===== src/rtl/div_if.sv =====
// ============================================================================
// Module      : div_if
// Description : Operand/result bundle between the execute stage and the divider.
// Revision    : 1.0
// ============================================================================
`default_nettype none

interface div_if;
    logic [31:0] div_data1_i;
    logic [31:0] div_data2_i;
    logic        div_signed_i;
    logic        div_start_i;
    logic        div_cancel_i;
    logic [63:0] div_result_o;
    logic        div_done_o;

    modport master (
        output div_data1_i, div_data2_i, div_signed_i, div_start_i, div_cancel_i,
        input  div_result_o, div_done_o
    );

    modport slave (
        input  div_data1_i, div_data2_i, div_signed_i, div_start_i, div_cancel_i,
        output div_result_o, div_done_o
    );
endinterface

`default_nettype wire


===== src/rtl/div.sv =====
// ============================================================================
// Module      : div
// Description : 32-bit radix-2 restoring divider, signed/unsigned, one quotient
//               bit per cycle. Define DIV_ZERO_FAST_EN to finish divide-by-zero
//               one cycle after start.
// Revision    : 1.0
// ============================================================================
`default_nettype none

module div (
    input  wire logic clk,
    input  wire logic rst,
    div_if.slave      bus
);

    typedef enum logic [1:0] {
        IDLE = 2'd0,
        BUSY = 2'd1,
        DONE = 2'd2
    } state_t;

    localparam logic [5:0]  c_last_cnt = 6'd32;
    localparam logic [31:0] c_all_ones = 32'hFFFF_FFFF;

    state_t      r_state;
    logic [5:0]  r_cnt;
    logic [31:0] r_dividend;
    logic [31:0] r_divisor;
    logic [31:0] r_quot;
    logic [31:0] r_rem;
    logic        r_neg_q;
    logic        r_neg_r;
    logic        r_div_zero;
    logic [63:0] r_result;
    logic        r_done;

    logic        w_dvd_neg;
    logic        w_dvs_neg;
    logic [31:0] w_dvd_mag;
    logic [31:0] w_dvs_mag;
    logic [32:0] w_shift;
    logic [32:0] w_diff;
    logic        w_qbit;
    logic [31:0] w_rem_nxt;
    logic [31:0] w_quot_nxt;
    logic [5:0]  w_cnt_nxt;
    logic [31:0] w_q_final;
    logic [31:0] w_r_final;

    always_comb begin
        w_dvd_neg  = bus.div_signed_i & bus.div_data1_i[31];
        w_dvs_neg  = bus.div_signed_i & bus.div_data2_i[31];
        w_dvd_mag  = w_dvd_neg ? (32'd0 - bus.div_data1_i) : bus.div_data1_i;
        w_dvs_mag  = w_dvs_neg ? (32'd0 - bus.div_data2_i) : bus.div_data2_i;

        // Remainder stays below the divisor, so the 33-bit borrow is the trial result.
        w_shift    = {r_rem, r_quot[31]};
        w_diff     = w_shift - {1'b0, r_divisor};
        w_qbit     = ~w_diff[32];
        w_rem_nxt  = w_qbit ? w_diff[31:0] : w_shift[31:0];
        w_quot_nxt = {r_quot[30:0], w_qbit};
        w_cnt_nxt  = r_cnt + 6'd1;

        w_q_final  = r_div_zero ? c_all_ones
                   : (r_neg_q ? (32'd0 - w_quot_nxt) : w_quot_nxt);
        w_r_final  = r_div_zero ? r_dividend
                   : (r_neg_r ? (32'd0 - w_rem_nxt) : w_rem_nxt);
    end

    always_ff @(posedge clk or negedge rst) begin
        if (!rst) begin
            r_state    <= IDLE;
            r_cnt      <= 6'd0;
            r_dividend <= 32'd0;
            r_divisor  <= 32'd0;
            r_quot     <= 32'd0;
            r_rem      <= 32'd0;
            r_neg_q    <= 1'b0;
            r_neg_r    <= 1'b0;
            r_div_zero <= 1'b0;
            r_result   <= 64'd0;
            r_done     <= 1'b0;
        end else if (bus.div_cancel_i) begin
            r_state <= IDLE;
            r_cnt   <= 6'd0;
            r_done  <= 1'b0;
        end else begin
            case (r_state)
                IDLE: begin
                    r_done <= 1'b0;
                    if (bus.div_start_i) begin
                        r_dividend <= bus.div_data1_i;
                        r_divisor  <= w_dvs_mag;
                        r_quot     <= w_dvd_mag;
                        r_rem      <= 32'd0;
                        r_cnt      <= 6'd0;
                        r_neg_q    <= w_dvd_neg ^ w_dvs_neg;
                        r_neg_r    <= w_dvd_neg;
                        r_div_zero <= (bus.div_data2_i == 32'd0);
`ifdef DIV_ZERO_FAST_EN
                        if (bus.div_data2_i == 32'd0) begin
                            r_state  <= DONE;
                            r_done   <= 1'b1;
                            r_result <= {bus.div_data1_i, c_all_ones};
                        end else begin
                            r_state <= BUSY;
                        end
`else
                        r_state <= BUSY;
`endif
                    end
                end
                BUSY: begin
                    if (!bus.div_start_i) begin
                        r_state <= IDLE;
                        r_cnt   <= 6'd0;
                    end else begin
                        r_rem  <= w_rem_nxt;
                        r_quot <= w_quot_nxt;
                        r_cnt  <= w_cnt_nxt;
                        if (w_cnt_nxt == c_last_cnt) begin
                            r_state  <= DONE;
                            r_done   <= 1'b1;
                            r_result <= {w_r_final, w_q_final};
                        end
                    end
                end
                DONE: begin
                    r_state <= IDLE;
                    r_cnt   <= 6'd0;
                    r_done  <= 1'b0;
                end
                default: begin
                    r_state <= IDLE;
                    r_done  <= 1'b0;
                end
            endcase
        end
    end

    assign bus.div_result_o = r_result;
    assign bus.div_done_o   = r_done;

endmodule

`default_nettype wire

===== src/flat_wrapper.sv =====
// flat-port wrapper written by rule: the top's interface ports become plain ports
module div_flat 
  (clk, rst, bus_div_data1_i, bus_div_data2_i, bus_div_signed_i, bus_div_start_i, bus_div_cancel_i, bus_div_result_o, bus_div_done_o);
  div_if bus_i ();
  input  wire logic clk;
  input  wire logic rst;
  input wire logic [$bits(bus_i.div_data1_i)-1:0] bus_div_data1_i;
  input wire logic [$bits(bus_i.div_data2_i)-1:0] bus_div_data2_i;
  input wire logic [$bits(bus_i.div_signed_i)-1:0] bus_div_signed_i;
  input wire logic [$bits(bus_i.div_start_i)-1:0] bus_div_start_i;
  input wire logic [$bits(bus_i.div_cancel_i)-1:0] bus_div_cancel_i;
  output wire logic [$bits(bus_i.div_result_o)-1:0] bus_div_result_o;
  output wire logic [$bits(bus_i.div_done_o)-1:0] bus_div_done_o;
  assign bus_i.div_data1_i = bus_div_data1_i;
  assign bus_i.div_data2_i = bus_div_data2_i;
  assign bus_i.div_signed_i = bus_div_signed_i;
  assign bus_i.div_start_i = bus_div_start_i;
  assign bus_i.div_cancel_i = bus_div_cancel_i;
  assign bus_div_result_o = bus_i.div_result_o;
  assign bus_div_done_o = bus_i.div_done_o;
  div u_core (.clk(clk), .rst(rst), .bus(bus_i));
endmodule

===== config.mk =====
export PLATFORM = sky130hd
export DESIGN_NAME = div_flat
export DESIGN_NICKNAME = d
export VERILOG_FILES = /design/src/rtl/div_if.sv /design/src/rtl/div.sv /design/src/flat_wrapper.sv
export SDC_FILE = /design/constraint.sdc
export NUM_CORES = 1
export LEC_CHECK = 0
export ABC_AREA = 1
export CORE_MARGIN = 5
export CORE_UTILIZATION = 62
export CTS_BUF_LIST = sky130_fd_sc_hd__clkbuf_4 sky130_fd_sc_hd__clkbuf_8
export DETAILED_ROUTE_END_ITERATION = 7
export GPL_TIMING_DRIVEN = 0
export PLACE_DENSITY = 0.9
export SYNTH_ARGS = -nofsm -noshare
export SYNTH_HDL_FRONTEND = slang
export SYNTH_SLANG_ARGS = --single-unit

===== constraint.sdc =====
create_clock -name clk -period 10.9 [get_ports clk]
set_clock_uncertainty 0.15 [all_clocks]
set_input_delay 1.09 -clock clk [delete_from_list [all_inputs] [get_ports clk]]
set_output_delay 1.09 -clock clk [all_outputs]
set_load 0.02 [all_outputs]

==> summary by stage <==
Logic synthesis
The largest total area in the synthesized netlist belongs to dfrtp_1. The part of the Yosys area used for sequential elements is 0.345. Sorting the synthesized cells by area gives the leading types as dfrtp_1, nand2_1, inv_1. In this run the cell area of the synthesized design comes to 0.0148 mm². The top cell type's share of synthesized area is 0.345. The synthesized design contains 204 register bits. The count of cell types in the netlist is 51. Counting flops with an async set or reset pin after synthesis yields a share of 1.00.

In this run, synthesis inferred 0 flip-flops with an integrated enable. The cell count after synthesis is 2238. When the netlist entered floorplanning its net count stood at 2348.

In this run the mean area of a mapped cell was 6.62 µm². The Yosys step of the flow raised 0 warnings. The primary flip-flop cell chosen by synthesis mapping is dfrtp_1.

Setup path
The worst setup path is captured at a flip-flop. The number of cells on the worst reg-to-reg path is 30. The most critical setup path has its endpoint at u_core.bus.div_result_o[30]. Tracing the worst setup path back leads to its startpoint at u_core.r_divisor[0]. Of all nets on the critical path, the largest fanout is 10. The kind of critical path is reg -> reg. The library cell contributing the largest single delay on the critical path is dfrtp_1. On the worst path, the slowest cell contributes a delay of 0.45 ns.

The signal arrival time at the worst endpoint is 5.35 ns. The worst setup path is launched from a flip-flop. Among the stages of the critical path, the cell type that occurs most often is nand2_1.

The worst-case register-to-register setup slack is 5.83 ns. The endpoint identified for the worst register-to-register timing path is u_core.bus.div_result_o[30]. The data required time of the worst path is 11.17 ns. The critical register-to-register path startpoint is u_core.r_divisor[0].

Detailed routing
Detailed routing inserted a total of 15.9k vias. In the final routing, the length of wire on met1 measures 20.1 mm. Dividing the detail-routed wire length by the instance count gives 18.6 µm.

The vias per cell is 5.77. The residual antenna-violating net count after detailed routing is 0. The final wirelength is 51.2 mm. The highest layer touched by signal routing is met5.

The total met3 wirelength after detailed routing is 4.99 mm. The number of search-and-repair iterations in the first detailed-routing pass is 8. After detailed routing, the met2 layer carries 23.4 mm of wire. The DRC violation count after routing is 0. The violation count after the first detailed-route iteration is 1889.

Placed design
The instance area at placement is 0.0166 mm². The routability congestion estimate is 1.02. The HPWL after detailed placement is 40.3 mm. The worst setup slack after placement is 5.97 ns. The count of buffers from port buffering is 133.

Die
For this configuration, the core starts out at a cell density of 0.631. During I/O placement, the number of pins put on the boundary was 134. From bottom edge to top edge, the die measures 165 µm. The floorplan step defined a die boundary enclosing 0.0271 mm².

The core region is 0.0235 mm². Row generation in the floorplan step produced 56 rows. The floorplan step set the die width to 165 µm.

Power
The worst-case IR drop observed on VDD is 0.285 mV. The static power due to leakage is 0.00916 µW. For this design the ratio of total power to cell area is 328 mW/mm².

The design draws 5700 µW.

CTS
The TritonCTS buffer count is 36. Hold repair after CTS inserted 0 buffers. The number of H-tree levels is 2. The register clock-pin slew on the reported worst setup and hold paths is 0.06 ns. TritonCTS built the clock tree.

The root buffer cell chosen for the clock tree is clkbuf_8. No sink is reached through more buffers than the 3 on the longest clock path. For the worst-skew pair, the clock arrives at the later sink with an insertion delay of 0.54 ns. The clock drives 204 sinks. The number of setup buffers added after CTS is 0. Gates resized during post-CTS repair numbered 0.

Cells and area
The most common library cell in the layout ignoring fill and taps is nand2_1. The fraction of final layout cells with drive strength greater than 1 is 0.0579. The number of antenna repair diodes is 0. At the end of the flow, the number of nets in the layout was 2520. The multi-input combinational cells in the finished layout cover a total of 0.00806 mm². The layout has 1916 filler cells.

Relative to the synthesized area, the layout overhead comes to 17.2%. Leaving out fill and tap cells, the most frequent cells in the layout are nand2_1, inv_1, dfrtp_1, o21ai_0, nor2_1. Registers take 0.00510 mm². After routing the design area is 0.0174 mm².

STA
The worst path in the final design needs a cycle of 5.07 ns, including I/O delays and setup. The max-slew violation count is 0. Setup slack on the critical path of the routed design comes to 5.83 ns.

The final count of negative-setup-slack endpoints is 0. The final count of hold timing violations is 0. The sum of negative setup slack is 0 ns. The part of the cycle the worst path needs is 0.465.

The normalized max-slew margin is 0.181. The actual transition at the worst max-transition pin is 1.22 ns. The worst hold slack is 0.328 ns. Setup repair after global routing left no endpoint under its margin. The maximum clock frequency is 0.197 GHz.

Min path
The min-delay analysis places its worst path in the category reg -> reg.

GRT
For this run, the total global-route usage over all layers was measured as 0.376. The via count of the first global-routing pass came to 15.3k. The number of antenna violations at the first check in global routing came to 2. Entering global routing, the biggest net connects 115 pins. The first global-routing pass estimated 80.0 mm of wire. The remaining global-route overflow is 0.

Outcome
The run finished with clean final reports.

Job
Max-cap violations in this run came to 0.
## synthesized netlist by cell type (4+ instances only)
library cell / n
a21oi_1: 86
a2bb2oi_1: 6
a31oi_1: 4
buf_2: 4
buf_4: 6
buf_6: 6
clkbuf_1: 60
dfrtp_1: 204
ha_1: 40
inv_1: 333
inv_2: 4
nand2_1: 716
nand2_2: 25
nand2_4: 8
nand3_1: 118
nand3_2: 4
nand3b_1: 8
nand4_1: 13
nor2_1: 170
nor2_2: 5
nor3_1: 33
nor4_1: 6
o211ai_1: 15
o21ai_0: 172
o21ai_1: 9
o221ai_1: 11
o22a_1: 8
o22ai_1: 40
o31ai_1: 7
or2_2: 4
xnor2_1: 21
xor2_1: 58
## cell families after synthesis
family | count (synthesis) | synth area share
xor gates and xnor gates | 79 | 0.0467
DFF | 204 | 0.345
buffers and inverters | 418 | 0.111
and+or+nand+nor | 1119 | 0.317
AOI/OAI and AO/OA | 377 | 0.146
adders and majority gates | 41 | 0.0352
## flip-flops by register name, indices dropped and copies added, names as in the netlist
| signal | count |
|---|---|
| u_core.r_neg_r | 1 |
| u_core.r_rem | 32 |
| u_core.r_cnt | 6 |
| u_core.r_divisor | 32 |
| u_core.r_dividend | 32 |
| u_core.r_quot | 32 |
| u_core.bus.div_done_o | 1 |
| u_core.r_neg_q | 1 |
| u_core.r_div_zero | 1 |
| u_core.r_state | 2 |
| u_core.bus.div_result_o | 64 |
## critical path, delay by kind of cell (launching register included)
| family | cells | cell delay (ns) |
|---|---|---|
| xor gates and xnor gates | 1 | 0.17 |
| AOI/OAI and AO/OA | 3 | 0.50 |
| DFF | 1 | 0.45 |
| and+or+nand+nor | 19 | 2.31 |
| buffers and inverters | 4 | 0.51 |
| adders and majority gates | 3 | 0.84 |
## worst min path at each step
stage	startpoint	endpoint	slack [ns]	depth (start not counted)
2_1_floorplan	u_core.r_dividend[4]	u_core.r_dividend[4]	0.29	2
3_3_place_gp	u_core.r_dividend[23]	u_core.r_dividend[23]	0.30	2
3_5_place_dp	u_core.r_dividend[23]	u_core.r_dividend[23]	0.31	2
4_1_cts	u_core.r_dividend[23]	u_core.r_dividend[23]	0.33	2
5_1_grt	u_core.bus.div_result_o[43]	u_core.bus.div_result_o[43]	0.36	2
6_report	u_core.r_dividend[23]	u_core.r_dividend[23]	0.33	2
## per-stage QoR
stage,std cells,util
5_1_grt,2754,0.739
3_3_place_gp,2690,0.705
6_report,2754,0.739
2_1_floorplan,2238,-
4_1_cts,2754,0.739
3_5_place_dp,2691,0.706
## cell type report
cell class              count  share of cell area
plain buffers              78              0.0211
clock buffers              55              0.0407
clock inverters             8             0.00447
inverters                 340              0.0735
multi-input cells        1616               0.464
flip-flops and latches    204               0.294
well taps                 319              0.0230
repair buffers            134              0.0786
## metal layers
metal | up-vias | track usage
met1 | 7296 | 0.485
met2 | 914 | 0.608
met3 | 205 | 0.0839
met4 | 4 | 0.172
li1 | 7485 | -
met5 | - | 0
## power breakdown
group / switching, µW / internal [µW]
registers: 180 / 928
clock network: 335 / 440
logic: 2600 / 1210
total: 3120 / 2580
Note: power is estimated with default switching activity, not from simulation.
